==> config.mk <==
export PLATFORM = sky130hd
export DESIGN_NAME = tt_um_popcount_enum
export DESIGN_NICKNAME = d
export VERILOG_FILES = /design/src/rtl/tt_um_popcount_enum.sv
export SDC_FILE = /design/constraint.sdc
export NUM_CORES = 1
export LEC_CHECK = 0
export ABC_CLOCK_PERIOD_IN_PS = 2500
export CORE_MARGIN = 1
export CORE_UTILIZATION = 49
export CTS_BUF_LIST = sky130_fd_sc_hd__clkbuf_8
export CTS_CLUSTER_SIZE = 24
export DETAILED_ROUTE_END_ITERATION = 10
export PLACE_DENSITY = 0.77
export SLEW_MARGIN = 25
export SYNTH_ARGS = -nofsm -noshare
export SYNTH_HDL_FRONTEND = slang
export SYNTH_SLANG_ARGS = --single-unit
==> constraint.sdc <==
create_clock -name clk -period 2.5 [get_ports clk]
set_input_delay 0.5 -clock clk [delete_from_list [all_inputs] [get_ports clk]]
set_output_delay 0.5 -clock clk [all_outputs]
set_load 0.01 [all_outputs]
==> src/rtl/tt_um_popcount_enum.sv <==
// rtl/tt_um_popcount_enum.sv - enumerates every WIDTH-bit pattern of a requested weight
// Optional POPENUM_DESC_EN: enumerate in descending numeric order instead of ascending.
module tt_um_popcount_enum #(
  parameter int WIDTH = 4
) (
  input  logic             clk,
  input  logic             rst_n,
  input  logic             req_valid,
  output logic             req_ready,
  input  logic [WIDTH:0]   req_onehot,
  output logic             pat_valid,
  input  logic             pat_ready,
  output logic [WIDTH-1:0] pat_data,
  output logic             pat_last,
  output logic             busy,
  output logic             err
);

  localparam int KW = $clog2(WIDTH + 1);

  typedef enum logic [1:0] {IDLE, SCAN, EMIT} state_t;

  state_t           state, state_nxt;
  logic [KW-1:0]    k, k_nxt;
  logic [WIDTH:0]   cand, cand_nxt, cand_start, cand_step;
  logic [WIDTH-1:0] pat_data_nxt, last_pat;
  logic             pat_last_nxt, err_nxt;
  logic [KW-1:0]    cand_ones, req_bin;
  logic [KW:0]      req_ones;

  always_comb begin
    cand_ones = '0;
    for (int i = 0; i < WIDTH; i++) cand_ones = cand_ones + KW'(cand[i]);
    req_ones = '0;
    req_bin  = '0;
    for (int i = 0; i <= WIDTH; i++) begin
      req_ones = req_ones + (KW + 1)'(req_onehot[i]);
      if (req_onehot[i]) req_bin = KW'(i);
    end
  end

`ifdef POPENUM_DESC_EN
  // Descending: the final pattern has the k low bits set.
  assign cand_start = {1'b0, {WIDTH{1'b1}}};
  assign cand_step  = cand - (WIDTH + 1)'(1);
  assign last_pat   = ~({WIDTH{1'b1}} << k);
`else
  // Ascending: the final pattern has the k high bits set.
  assign cand_start = '0;
  assign cand_step  = cand + (WIDTH + 1)'(1);
  assign last_pat   = ~({WIDTH{1'b1}} >> k);
`endif

  assign req_ready = (state == IDLE) && rst_n;
  assign busy      = (state != IDLE);
  assign pat_valid = (state == EMIT);

  always_comb begin
    state_nxt    = state;
    k_nxt        = k;
    cand_nxt     = cand;
    pat_data_nxt = pat_data;
    pat_last_nxt = pat_last;
    err_nxt      = 1'b0;
    case (state)
      IDLE: begin
        if (req_valid) begin
          if (req_ones == (KW + 1)'(1)) begin
            k_nxt     = req_bin;
            cand_nxt  = cand_start;
            state_nxt = SCAN;
          end else begin
            err_nxt = 1'b1;
          end
        end
      end
      SCAN: begin
        // cand[WIDTH] only sets if the space is exhausted; bail out rather than spin.
        if (cand[WIDTH]) begin
          state_nxt = IDLE;
        end else if (cand_ones == k) begin
          pat_data_nxt = cand[WIDTH-1:0];
          pat_last_nxt = (cand[WIDTH-1:0] == last_pat);
          state_nxt    = EMIT;
        end else begin
          cand_nxt = cand_step;
        end
      end
      EMIT: begin
        if (pat_ready) begin
          if (pat_last) begin
            state_nxt = IDLE;
          end else begin
            cand_nxt  = cand_step;
            state_nxt = SCAN;
          end
        end
      end
      default: state_nxt = IDLE;
    endcase
  end

  always_ff @(posedge clk or negedge rst_n) begin
    if (!rst_n) begin
      state    <= IDLE;
      k        <= '0;
      cand     <= '0;
      pat_data <= '0;
      pat_last <= 1'b0;
      err      <= 1'b0;
    end else begin
      state    <= state_nxt;
      k        <= k_nxt;
      cand     <= cand_nxt;
      pat_data <= pat_data_nxt;
      pat_last <= pat_last_nxt;
      err      <= err_nxt;
    end
  end

endmodule

# [Yosys cells after proc, flatten, opt, wreduce, memory -nomap -nowiden]
# Index checks and enable logic that the tools add are counted.
[word_totals] register_bits=16 input_bits=9 out_inout_bits=9 elab_cells=60
[op_classes] n_addsub=8 eq_ne=12 shift=1 mux=21 bitwise=2 reduce_logical=9
[op_table] op="2-to-1 mux 5 bit" n=6
[op_table] op="one-hot mux 5 bit (3 select lines)" n=1
[op_table] op="2-to-1 mux 2 bit" n=6
[op_table] op="!= test 2 bit (second input constant)" n=4
[op_table] op="AND reduction 7 bit" n=1
[op_table] op="adder 2 x 1 -> 3 bit" n=2
[op_table] op="2-to-1 mux 3 bit" n=2
[op_table] op="one-hot mux 2 bit (3 select lines)" n=1
[op_table] op="AND reduction 3 bit" n=2
[op_table] op="adder 5 x 1 -> 5 bit (second input constant)" n=1
[op_table] op="2-to-1 mux 1 bit" n=5
[op_table] op="AND reduction 5 bit" n=1
[op_table] op="adder 1 x 1 -> 2 bit" n=2
[op_table] op="adder 3 x 1 -> 4 bit" n=1
[op_table] op="adder 4 x 1 -> 4 bit" n=1
[op_table] op="equality test 4 x 1 -> 1 bit (second input constant)" n=1
[op_table] op="equality test 4 bit" n=1
[op_table] op="!= test 2 x 1 -> 1 bit (second input constant)" n=2
[op_table] op="inverter 4 bit" n=1
[op_table] op="AND reduction 4 bit" n=1
[op_table] op="right shift 4 x 3 -> 4 bit (first input constant)" n=1
[op_table] op="adder 3 x 1 -> 3 bit" n=1
[op_table] op="equality test 3 bit" n=1
[op_table] op="!= test 3 bit (second input constant)" n=1
[op_table] op="other kinds (7)" n=7

# [Logic depth before layout (Yosys ltp)]
[depth] word_depth=8 mapped_depth=10 ltp_nobuf=10

# [Worst setup path after synthesis]
# OpenSTA, ideal clock, no wires.
[synth_path] kind="in2reg" start="input req_onehot[0]" end="register cand[2]" t_arrival_ps=2769 path_slack_ps=-390 stages=10 cell_sequence="inv_1 fa_1 inv_1 fa_1 ha_1 nand4bb_4 a221oi_4 o21ai_2 o21bai_1 a22o_1"
[synth_between] elab_chain_cells=7
[synth_lines] item="start: declaration" line="10" rtl="input logic [WIDTH:0] req_onehot,"
[synth_lines] item="adder 1 x 1 -> 2 bit" line="37" rtl="req_ones = req_ones + (KW + 1)'(req_onehot[i]);"
[synth_lines] item="adder 2 x 1 -> 3 bit" line="37"
[synth_lines] item="adder 3 x 1 -> 4 bit" line="37"
[synth_lines] item="adder 4 x 1 -> 4 bit" line="37"
[synth_lines] item="equality test 4 x 1 -> 1 bit" line="68" rtl="if (req_ones == (KW + 1)'(1)) begin"
[synth_lines] item="!= test 2 x 1 -> 1 bit (no line)"
[synth_lines] item="AND reduction 7 bit (no line)"
[synth_lines] item="end signal: assignment" line="114" rtl="cand <= cand_nxt;"
[synth_lines] item="end: declaration" line="25" rtl="logic [WIDTH:0] cand, cand_nxt, cand_start, cand_step;"
# No other way between the ends.
# A chain may end at the register's enable or synchronous reset.

# [Worst setup path in the final report]
[layout_path] start="input req_onehot[3]" end="register cand[2]"
[layout_between] elab_chain_cells=5
[layout_lines] item="adder 3 x 1 -> 4 bit" line="37"
[layout_lines] item="adder 4 x 1 -> 4 bit" line="37"
[layout_lines] item="equality test 4 x 1 -> 1 bit" line="68"
[layout_lines] item="!= test 2 x 1 -> 1 bit (no line)"
[layout_lines] item="AND reduction 7 bit (no line)"
# No other way between the ends.

==> metrics.cfg <==
[global_routing]
antenna_found_initial = 0
first_global_vias = 1074
gr-usage-all-layers = 0.273
grt_max_degree = 17
overflow = 0
grt_pass1_wl_um = 4960

[clock_tree]
clk_latency_ns = 0.26
cts_hold_buf = 0
clkTransAtPathRegs_ns = 0.07
htreeDepth = 1
clockRootBuffer = clkbuf_8
clk_path_buf_depth = 2
cts_made_buffers = 3
cts_sinks = 16
cts_tree = built

[route]
wirelength_um = 3490
ant_nets = 0
drtPass1Iterations = 4
vias_per_cell = 5.81
wl_per_cell_um = 18.7
drt_iter0_drc = 31
num_vias = 1086
drc = 0

[setup_path]
end_kind = register
worstSetupPathType = in2reg
crit_path_max_fanout = 5
r2r_start = cand[3]
crit_required_ns = 2.65
startpoint_type = primary input
crit_path_start = req_onehot[3]
arrival_ns = 2.91

[run_status]
status = finished with violations
violations = negative setup slack

[layout]
synthToLayoutAreaGrowth_pct = 54.0
ff_latch_area_um2 = 400
num-fill-cells = 125
multiInputGateArea_um2 = 773
antenna_cells = 0
drive_gt1_frac = 0.394
layout_common_cells = buf_4, dfrtp_1, clkdlybuf4s50_1, inv_1
fin_cells = 187
final_common_cell = buf_4
final_nets = 181

[die]
core_area_mm2 = 0.00204
die_area_mm2 = 0.00244
start_util = 0.540
row_count = 16
fp.dieH_um = 49.4
num_io_pins = 18
die_x_um = 49.4

[logic_synthesis]
synth_nets = 135
ys_seq_area_frac = 0.363
synth.avg_cell_area_um2 = 9.59
syn-cell-area_mm2 = 0.00110
yosysWarnings = 0
synth_seq_cells = 16
synthesis.instances = 115
synth_cell_types = 31

[power_and_ir_drop]
pwr-share-seq = 0.220
intPower_w = 0.00105
combPwrFrac = 0.646
p_sw_frac = 0.427
p_leak_nw = 0.747
clockPowerShare = 0.134
vdd.ir_drop.worst_v = 0.000764
power.switching_w = 0.000780
p_per_area_mw_per_mm2 = 1080

[timing]
finClkSkew_ns = 0.00834
drv_slew = 0
fmax_mhz = 362
grt_setup_unrepaired = true
fin_crit_ns = 2.76
worst_slew_margin_rel = 0.698
tns_ns = -1.48
hold_slack_ns = 0.486
layout_setup_ws_ns = -0.259
period_share = 1.10
setup_viol = 11
worst_slew_pin_slew_ns = 0.449
hold_viol_final = 0

[worst_hold_path]
min_from = pat_data[0]
hp-class = reg2reg

[placement]
dpl.hpwl_um = 2050
pre_cts_slack_ns = -1.04
port_buffers = 17
dp_cells = 176
routabilityCongestion = 0.873

[flow_run]
drv_cap = 0

[synthesized netlist by cell type]
library cell	n	area, µm²
o2111a_1	1	11.3
a22o_1	1	8.76
a221oi_4	1	26.3
o2bb2ai_1	1	8.76
inv_1	16	60.1
a31oi_1	1	6.26
o21a_1	4	30.0
mux2_2	4	45.0
nand2b_1	2	12.5
xnor2_1	3	26.3
ha_1	8	100
nand4_1	1	6.26
o221ai_1	1	8.76
o21bai_1	1	7.51
a21oi_1	9	45.0
nor2b_1	2	12.5
o21ai_0	10	50.1
fa_1	3	60.1
o21ai_1	1	5.00
nand2_1	9	33.8
nor2_1	8	30.0
nand4bb_4	1	27.5
dfrtp_1	16	400
o31ai_1	1	7.51
o21ai_2	1	8.76
o32ai_1	1	8.76
o41ai_1	2	17.5
nand3_1	3	15.0
buf_4	1	7.51
a41oi_1	1	8.76
and2_1	1	6.26
[final timing paths]
check                                   end  slack [ns]  depth (start not counted)
max in group asynchronous              k[0]        1.62                          2
worst min-delay path            pat_data[0]        0.49                          2
worst max register to register      cand[0]       -0.23                         11
min in group asynchronous          state[0]        0.68                          2
worst max-delay path                cand[2]       -0.26                         11
worst min register to register  pat_data[0]        0.49                          2
[routing by layer]
metal	routed length (µm)	vias up	track usage
met1	1480	539	0.324
met2	1770	43	0.479
met5	0	-	0
met3	191	9	0.0530
met4	54	0	0.110
li1	-	495	-
[metrics by stage]
step                cell area (µm²)   util  total power, W
finish                         1700  0.831         0.00183
global route                   1700  0.831         0.00191
CTS                            1560  0.766         0.00155
detailed placement             1460  0.713         0.00122
global placement               1460  0.713         0.00119
floorplan                      1120      -        0.000887
[cells by family after synthesis]
kind of cell               Yosys count  share of synthesized area
AOI/OAI and AO/OA                   37                      0.235
xor gates and xnor gates             3                     0.0238
adders and majority gates           11                      0.145
buffers and inverters               17                     0.0613
DFF                                 16                      0.363
muxes                                4                     0.0409
and+or+nand+nor                     27                      0.131
[worst max-delay path, stage by stage]
cell,delay (ns)
buf_8,0.09
inv_8,0.03
fa_1,0.53
inv_1,0.05
fa_2,0.35
ha_4,0.23
nand4bb_4,0.22
a221oi_4,0.32
o21ai_2,0.14
o21bai_1,0.19
a22o_1,0.26
[registers in the layout, summed over array words and instances (netlist names)]
register / count
cand: 5
pat_data: 4
k: 3
state: 2
err: 1
pat_last: 1
[final cells by class]
cell class / instances / area share
multi-input cells: 82 / 0.455
flip-flops and latches: 16 / 0.236
repair buffers: 42 / 0.217
inverters: 16 / 0.0398
clock buffers: 4 / 0.0324
well taps: 27 / 0.0199
[repair_timing]
| action | in CTS | in global routing |
|---|---|---|
| pin swaps | 7 | 6 |
| resized for setup | 20 | 26 |
| endpoints found under the setup margin | 15 | 12 |
| buffers inserted | 4 | 5 |
| hold endpoints to repair | 0 | 0 |
[power by group through the flow]
stage / combinational [W] / sequential, W / clock, W
floorplan: 0.000495 / 0.000392 / 0
finish: 0.00118 / 0.000402 / 0.000244
detailed placement: 0.000829 / 0.000391 / 0
global placement: 0.000800 / 0.000386 / 0
global route: 0.00125 / 0.000410 / 0.000253
CTS: 0.000923 / 0.000390 / 0.000240
No activity file was read; power rests on OpenSTA's default activity.
